$ cat src/rtl/io_pkg.sv
// Shared definitions for the memory-mapped serial transmit port.
// Holds bus addresses, the transmit state encoding and status bit positions.
// Imported by io_tx_port; no logic of its own.
package io_pkg;

    localparam logic [15:0] IO_TX_ADDR   = 16'hFFF0;
    localparam logic [15:0] IO_STAT_ADDR = 16'hFFF1;

    typedef enum logic [1:0] {
        IDLE  = 2'd0,
        START = 2'd1,
        DATA  = 2'd2,
        STOP  = 2'd3
    } tx_state_t;

    localparam int STAT_FULL  = 0;
    localparam int STAT_EMPTY = 1;
    localparam int STAT_BUSY  = 2;
    localparam int STAT_OVF   = 3;

endpackage

$ cat src/rtl/io_byte_fifo.sv
// Synchronous byte FIFO, DEPTH entries (power of two), head visible combinationally.
// Ports: clk/reset (sync, active-high), push/din, pop/dout, full/empty flags.
// Push while full is accepted only if a pop happens in the same cycle; pop while empty is ignored.
module io_byte_fifo #(
    parameter int DEPTH = 4
) (
    input  logic       clk,
    input  logic       reset,
    input  logic       push,
    input  logic       pop,
    input  logic [7:0] din,
    output logic [7:0] dout,
    output logic       full,
    output logic       empty
);

    localparam int AW = $clog2(DEPTH);

    logic [7:0]    mem [DEPTH];
    logic [AW-1:0] rd_ptr;
    logic [AW-1:0] wr_ptr;
    logic [AW:0]   count;
    logic          do_push;
    logic          do_pop;

    assign full    = (count == (AW+1)'(DEPTH));
    assign empty   = (count == '0);
    assign do_pop  = pop && !empty;
    // A simultaneous pop frees the slot, so a push into a full FIFO still lands.
    assign do_push = push && (!full || do_pop);
    assign dout    = mem[rd_ptr];

    always_ff @(posedge clk) begin
        if (do_push) begin
            mem[wr_ptr] <= din;
        end
    end

    // Pointers wrap naturally because DEPTH is a power of two.
    always_ff @(posedge clk) begin
        if (reset) begin
            rd_ptr <= '0;
            wr_ptr <= '0;
            count  <= '0;
        end else begin
            if (do_push) begin
                wr_ptr <= wr_ptr + 1'b1;
            end
            if (do_pop) begin
                rd_ptr <= rd_ptr + 1'b1;
            end
            count <= count + (AW+1)'(do_push) - (AW+1)'(do_pop);
        end
    end

endmodule

$ cat src/rtl/io_tx_port.sv
// Memory-mapped 8N1 serial transmitter: bus stores queue bytes, an FSM shifts them out on tx.
// Ports: clk/reset (sync, active-high), addr/proc_dout/we bus snoop, io_sel/io_rdata status read, tx/busy.
// tx is registered: start bit appears one cycle after the popping IDLE cycle; frames are 10*CLKS_PER_BIT cycles.
module io_tx_port
    import io_pkg::*;
#(
    parameter logic [15:0] TX_ADDR      = IO_TX_ADDR,
    parameter logic [15:0] STAT_ADDR    = IO_STAT_ADDR,
    parameter int          CLKS_PER_BIT = 16,
    parameter int          FIFO_DEPTH   = 4
) (
    input  logic        clk,
    input  logic        reset,
    input  logic [15:0] addr,
    input  logic [15:0] proc_dout,
    input  logic        we,
    output logic        io_sel,
    output logic [15:0] io_rdata,
    output logic        tx,
    output logic        busy
);

    localparam logic [15:0] BAUD_LAST = 16'(CLKS_PER_BIT - 1);

    tx_state_t   state, state_nxt;
    logic [15:0] baud_cnt, baud_nxt;
    logic [2:0]  bit_idx, bit_nxt;
    logic [7:0]  shift, shift_nxt;
    logic        tx_nxt;
    logic        overflow;
    logic        push;
    logic        pop;
    logic        stat_wr;
    logic        fifo_full;
    logic        fifo_empty;
    logic [7:0]  fifo_dout;
    logic [15:0] status;
    logic        unused_dout_hi;

    assign unused_dout_hi = ^proc_dout[15:8];

    assign push    = we && (addr == TX_ADDR);
    assign stat_wr = we && (addr == STAT_ADDR);
    assign io_sel  = (addr == TX_ADDR) || (addr == STAT_ADDR);
    assign busy    = (state != IDLE);

    always_comb begin
        status             = '0;
        status[STAT_FULL]  = fifo_full;
        status[STAT_EMPTY] = fifo_empty;
        status[STAT_BUSY]  = busy;
        status[STAT_OVF]   = overflow;
    end

    assign io_rdata = (addr == STAT_ADDR) ? status : 16'h0000;

    io_byte_fifo #(.DEPTH(FIFO_DEPTH)) u_fifo (
        .clk   (clk),
        .reset (reset),
        .push  (push),
        .pop   (pop),
        .din   (proc_dout[7:0]),
        .dout  (fifo_dout),
        .full  (fifo_full),
        .empty (fifo_empty)
    );

    // Sticky overflow; a dropped byte in the same cycle as a clear keeps it set.
    always_ff @(posedge clk) begin
        if (reset) begin
            overflow <= 1'b0;
        end else if (push && fifo_full && !pop) begin
            overflow <= 1'b1;
        end else if (stat_wr && proc_dout[STAT_OVF]) begin
            overflow <= 1'b0;
        end
    end

    always_ff @(posedge clk) begin
        if (reset) begin
            state    <= IDLE;
            baud_cnt <= '0;
            bit_idx  <= '0;
            shift    <= '0;
            tx       <= 1'b1;
        end else begin
            state    <= state_nxt;
            baud_cnt <= baud_nxt;
            bit_idx  <= bit_nxt;
            shift    <= shift_nxt;
            tx       <= tx_nxt;
        end
    end

    // tx_nxt is the line level of the state being entered, so tx lines up with state.
    always_comb begin
        state_nxt = state;
        baud_nxt  = baud_cnt;
        bit_nxt   = bit_idx;
        shift_nxt = shift;
        tx_nxt    = tx;
        pop       = 1'b0;
        case (state)
            IDLE: begin
                tx_nxt = 1'b1;
                // Registered empty flag: a push landing this cycle waits until next cycle.
                if (!fifo_empty) begin
                    pop       = 1'b1;
                    shift_nxt = fifo_dout;
                    baud_nxt  = '0;
                    state_nxt = START;
                    tx_nxt    = 1'b0;
                end
            end
            START: begin
                if (baud_cnt == BAUD_LAST) begin
                    baud_nxt  = '0;
                    bit_nxt   = '0;
                    state_nxt = DATA;
                    tx_nxt    = shift[0];
                end else begin
                    baud_nxt = baud_cnt + 16'd1;
                end
            end
            DATA: begin
                if (baud_cnt == BAUD_LAST) begin
                    baud_nxt  = '0;
                    shift_nxt = {1'b0, shift[7:1]};
                    if (bit_idx == 3'd7) begin
                        state_nxt = STOP;
                        tx_nxt    = 1'b1;
                    end else begin
                        bit_nxt = bit_idx + 3'd1;
                        tx_nxt  = shift[1];
                    end
                end else begin
                    baud_nxt = baud_cnt + 16'd1;
                end
            end
            STOP: begin
                if (baud_cnt == BAUD_LAST) begin
                    baud_nxt  = '0;
                    state_nxt = IDLE;
                    tx_nxt    = 1'b1;
                end else begin
                    baud_nxt = baud_cnt + 16'd1;
                end
            end
            default: begin
                state_nxt = IDLE;
                tx_nxt    = 1'b1;
            end
        endcase
    end

endmodule

$ cat config.mk
export PLATFORM = sky130hd
export DESIGN_NAME = io_tx_port
export DESIGN_NICKNAME = d
export VERILOG_FILES = /design/src/rtl/io_pkg.sv /design/src/rtl/io_byte_fifo.sv /design/src/rtl/io_tx_port.sv
export SDC_FILE = /design/constraint.sdc
export NUM_CORES = 1
export LEC_CHECK = 0
export ABC_AREA = 1
export BUFFER_PORTS_ARGS = -buffer_cell sky130_fd_sc_hd__buf_2
export CORE_ASPECT_RATIO = 1.4
export CORE_UTILIZATION = 55
export CTS_BUF_LIST = sky130_fd_sc_hd__clkbuf_4 sky130_fd_sc_hd__clkbuf_8
export CTS_CLUSTER_SIZE = 20
export DETAILED_ROUTE_END_ITERATION = 12
export PLACE_DENSITY = 0.76
export SETUP_SLACK_MARGIN = 0.1
export SLEW_MARGIN = 40
export SYNTH_ARGS = -nofsm -noshare
export SYNTH_HDL_FRONTEND = slang
export SYNTH_SLANG_ARGS = --single-unit
$ cat constraint.sdc
create_clock -name clk -period 2.6 [get_ports clk]
set_clock_uncertainty 0.05 [all_clocks]
set_input_delay 0.78 -clock clk [delete_from_list [all_inputs] [get_ports clk]]
set_output_delay 0.78 -clock clk [all_outputs]
set_load 0.05 [all_outputs]
After elaboration in Yosys (flattened, before gate mapping)

Memories as Yosys holds them, arrays and structs flattened. A register that Yosys moved wholly into a read port is not among the register bits.
Cells that the tools add are included.

Bits in registers: 38
Bits in writable memories: 32
Input bits: 35
Word-level logic and storage cells: 84
Memories: 1

Memory list:

| name       | depth | width | read ports | clocked after memory_dff | write ports | line               | source |
|---|---|---|---|---|---|---|---|
| u_fifo.mem | 4     | 8     | 1          | 1                        | 1           | io_byte_fifo.sv:19 | `logic [7:0] mem [DEPTH];` |

Add/sub/neg operators: 6
Equality and inequality tests: 14
Multiplexer cells: 31
Reduce and logical (&&, ||, !) cells: 23

Operator list:

| operator                                                         | count |
|---|---|
| 16-bit == test, second input constant                            | 2 |
| 16-bit two-way mux                                               | 2 |
| 16-bit case mux with 2 select lines                              | 1 |
| 16-bit by 1-bit adder with 16-bit output, second input constant  | 1 |
| 16-bit by 4-bit == test with 1-bit output, second input constant | 1 |
| 8-bit two-way mux                                                | 2 |
| 8-bit case mux with 2 select lines                               | 1 |
| 2-bit two-way mux                                                | 7 |
| 2-bit != test, second input constant                             | 6 |
| 1-bit two-way mux                                                | 11 |
| 3-bit two-way mux                                                | 3 |
| 2-bit case mux with 4 select lines                               | 1 |
| 2-bit nonzero test                                               | 4 |
| 1-bit logical AND                                                | 7 |
| 3-bit == test, second input constant                             | 2 |
| 3-bit case mux with 2 select lines                               | 1 |
| 3-bit AND reduction                                              | 2 |
| 5-bit AND reduction                                              | 1 |
| 2-bit by 1-bit adder with 2-bit output, second input constant    | 2 |
| 2-bit == test, second input constant                             | 2 |
| 4-bit two-way mux                                                | 1 |
| 1-bit case mux with 4 select lines                               | 1 |
| 4-bit AND reduction                                              | 1 |
| 3-bit by 1-bit adder with 3-bit output                           | 1 |
| 8 further kinds                                                  | 11 |

Depth between registers and ports, before layout

Depth in word-level cells: 8
Depth in mapped cells: 12

Modules after synthesis

A second synthesis with hierarchy kept.

Cell total of the unflattened synthesis: 490
Area, all modules: 3872.5 um^2

Modules (own cells, without submodules):

| module       | instances | cells each | area each (um^2) |
|---|---|---|---|
| io_tx_port   | 1         | 345        | 2164.6 |
| io_byte_fifo | 1         | 145        | 1707.9 |

Worst setup path after synthesis

Ideal clock, no wire load.

Path kind: in2out
From: input addr[6]
To: output io_rdata[0]
Arrival time: 2339 ps
Required time: 1770 ps
Path slack: -569 ps
Cell stages on the path: 6
Path buffers: 0
Cell sequence: nand2_1 nor2_1 nand2_1 nor2_1 nand3_1 nor3_1

Word-level cells in the longest chain between the ends: 2

RTL lines:

| element           | line             | source |
|---|---|---|
| from (decl)       | io_tx_port.sv:14 | `input logic [15:0] addr,` |
| 16-bit == test    | io_tx_port.sv:55 | `assign io_rdata = (addr == STAT_ADDR) ? status : 16'h0000;` |
| 4-bit two-way mux | io_tx_port.sv:55 |  |
| to (decl)         | io_tx_port.sv:18 | `output logic [15:0] io_rdata,` |

Every way passes these cells.

Final worst setup path

From: input addr[8]
To: output io_rdata[0]

The elaborated chain is that of the path after synthesis.

==> summary.txt <==
vias in the first global route: 3230
pin count of the biggest net entering global routing: 22
post-route setup TNS: 0 ns
clk slew on worst S/H paths: 0.08 ns
CTS max path bufs: 2
PortBufs: 33
layout cells sized above 1: 18.3%
number of nets with antenna violations after routing: 0
CP Class: input port to output port
Max Fclk: 392 MHz
worst endpoint required time: 1.77 ns
first-pass GRT wire length: 13400 µm
Post-DP Area: 4130 µm²
Yosys Warn Count: 0
fin nets: 596
PwrDens: 838 nW/µm²
final setup vio count: 0
Routed WL: 8350 µm
Post-Place Cells: 624
core area: 6610 µm²
Hold Buf Count CTS: 0
Relative slew margins: 55.9%
clk sinks: 72
Die ar.: 7220 µm²
max-slew violation count: 0
min cycle time layout: 2.55 ns
initial DRC count: 149
CTS tree: yes
Static Leak: 0.00194 µW
All-Layer GR Usage: 24.0%
worst slew pin tran: 0.660 ns
Die Y: 100 µm
vias per cell: 5.19
highest-count cells in the layout ignoring fill and taps: 122 x nand2_1, 72 x nor2_1, 57 x inv_1
area growth from synthesis to layout: 19.2%
clock root cell: clkbuf_8
pre-CTS setup slack: -0.194 ns
Pwr Total: 3770 µW
grt ovf: 0
CP endpoint kind: output port
post-synthesis sequential area ratio: 46.6%
Rows: 35
CTS buffer count: 9
fin worst setup slack: 0.0469 ns
routed length per instance: 13.0 µm
status: finished clean
top_reg_cell synth: dfxtp_1
Hold WC Path Type: flip-flop to flip-flop
Yosys cell types: 28
Avg Cell Area, Syn: 7.58 µm²
I/O pins: 54
Pre-antenna DRT Iters: 4
EDFF count, synth: 32
cells after synthesis: 499
fin area: 4510 µm²
RSZ-0062 raised after global routing: true
WP data arrival: 1.72 ns
clock latency on the worst-skew pair: 0.36 ns
#FFs+latches synth: 72
commonest non-fill, non-tap cell in the layout: nand2_1
final hold vios: 0
mapped cell area: 3780 µm²
gpl congestion: 0.840
fraction of registers with async set/reset: 0%
max-cap violations: 0
final cell count without fillers: 643
DP HPWL: 5640 µm
CTS H-Tree Depth: 3
crit share post-route: 98.2%
CP Launch Type: input port
Residual DRC: 0
Max IR drop VDD: 632 µV
Die Wd: 72.1 µm
vias post-DR: 3336
antenna violations before repair: 0
antenna diode count: 0
critical path peak fanout: 4
Starting Density: 57.2%
metal layers:
metal | global-route usage [%] | part of all wire, % | vias to the layer above
met1 | 24.6 | 39 | 1594
li1 | - | - | 1651
met4 | 13.1 | 2.6 | 0
met5 | 0 | 0 | -
met3 | 4.12 | 3.3 | 18
met2 | 45.1 | 55 | 73
path summary, 6_finish.rpt:
path | from | endpoint | slack (ns) | depth (start not counted)
worst min register to register | overflow | overflow | 0.41 | 2
worst min-delay path | overflow | overflow | 0.41 | 2
worst max-delay path | addr[8] | io_rdata[0] | 0.05 | 8
worst max register to register | state[0] | u_fifo.count[2] | 0.29 | 11
state kept, by name, indices dropped and copies added, names as in the netlist, named ones only:
register	cells
bit_idx	3
u_fifo.count	3
u_fifo.mem	32
tx	1
u_fifo.rd_ptr	2
state	2
u_fifo.wr_ptr	2
baud_cnt	16
overflow	1
shift	8
power breakdown:
group	internal (µW)	switching, µW
sequential	1300	109
clock	452	450
combinational	470	990
total	2230	1550
logic make-up after synthesis:
kind of cell	after synthesis	share of synthesized area [%]
AOI/OAI and AO/OA	66	8.93
xor gates and xnor gates	4	0.927
adders and majority gates	15	5.16
buffers and inverters	87	10.3
DFF	72	46.6
other	1	0.0992
and+or+nand+nor	254	28.0
cell type report:
class / instances / area (µm²)
well taps: 92 / 115
inverters: 61 / 229
repair buffers: 51 / 403
flip-flops and latches: 72 / 1760
fillers: 544 / 2110
clock buffers: 9 / 124
multi-input cells: 351 / 1790
clock inverters: 7 / 80.1
worst max-delay path, stage by stage:
cell	delay, ns
buf_6	0.07
nand2_2	0.07
nor2_4	0.08
nand2_2	0.07
nor2_4	0.14
nand3_4	0.15
nor3_4	0.16
buf_6	0.18
through the flow:
stage	util [%]	hold slack (ns)
floorplan	-	0.386
global placement	62.4	0.402
detailed placement	62.4	0.405
CTS	66.8	0.417
global route	68.2	0.452
finish	68.2	0.413
what timing repair did:
action	4_1_cts	5_1_grt
setup buffers	2	1
endpoints found under the setup margin	4	6
resized for setup	18	23
pin swaps	10	6
cloned	0	0
cell usage after synthesis, types with 4 or more instances:
cell type	n	area [µm²]
clkbuf_1	6	22.5
edfxtp_1	32	961
a21oi_1	33	165
nand3b_1	4	30.0
dfxtp_1	40	801
ha_1	14	175
nand2_1	129	484
buf_4	13	97.6
nand3_1	23	115
nor2_1	81	304
buf_2	6	30.0
nand2_2	4	25.0
inv_1	59	221
nand4_1	4	25.0
o21ai_0	29	145
Power figures use the tool's default switching activity.
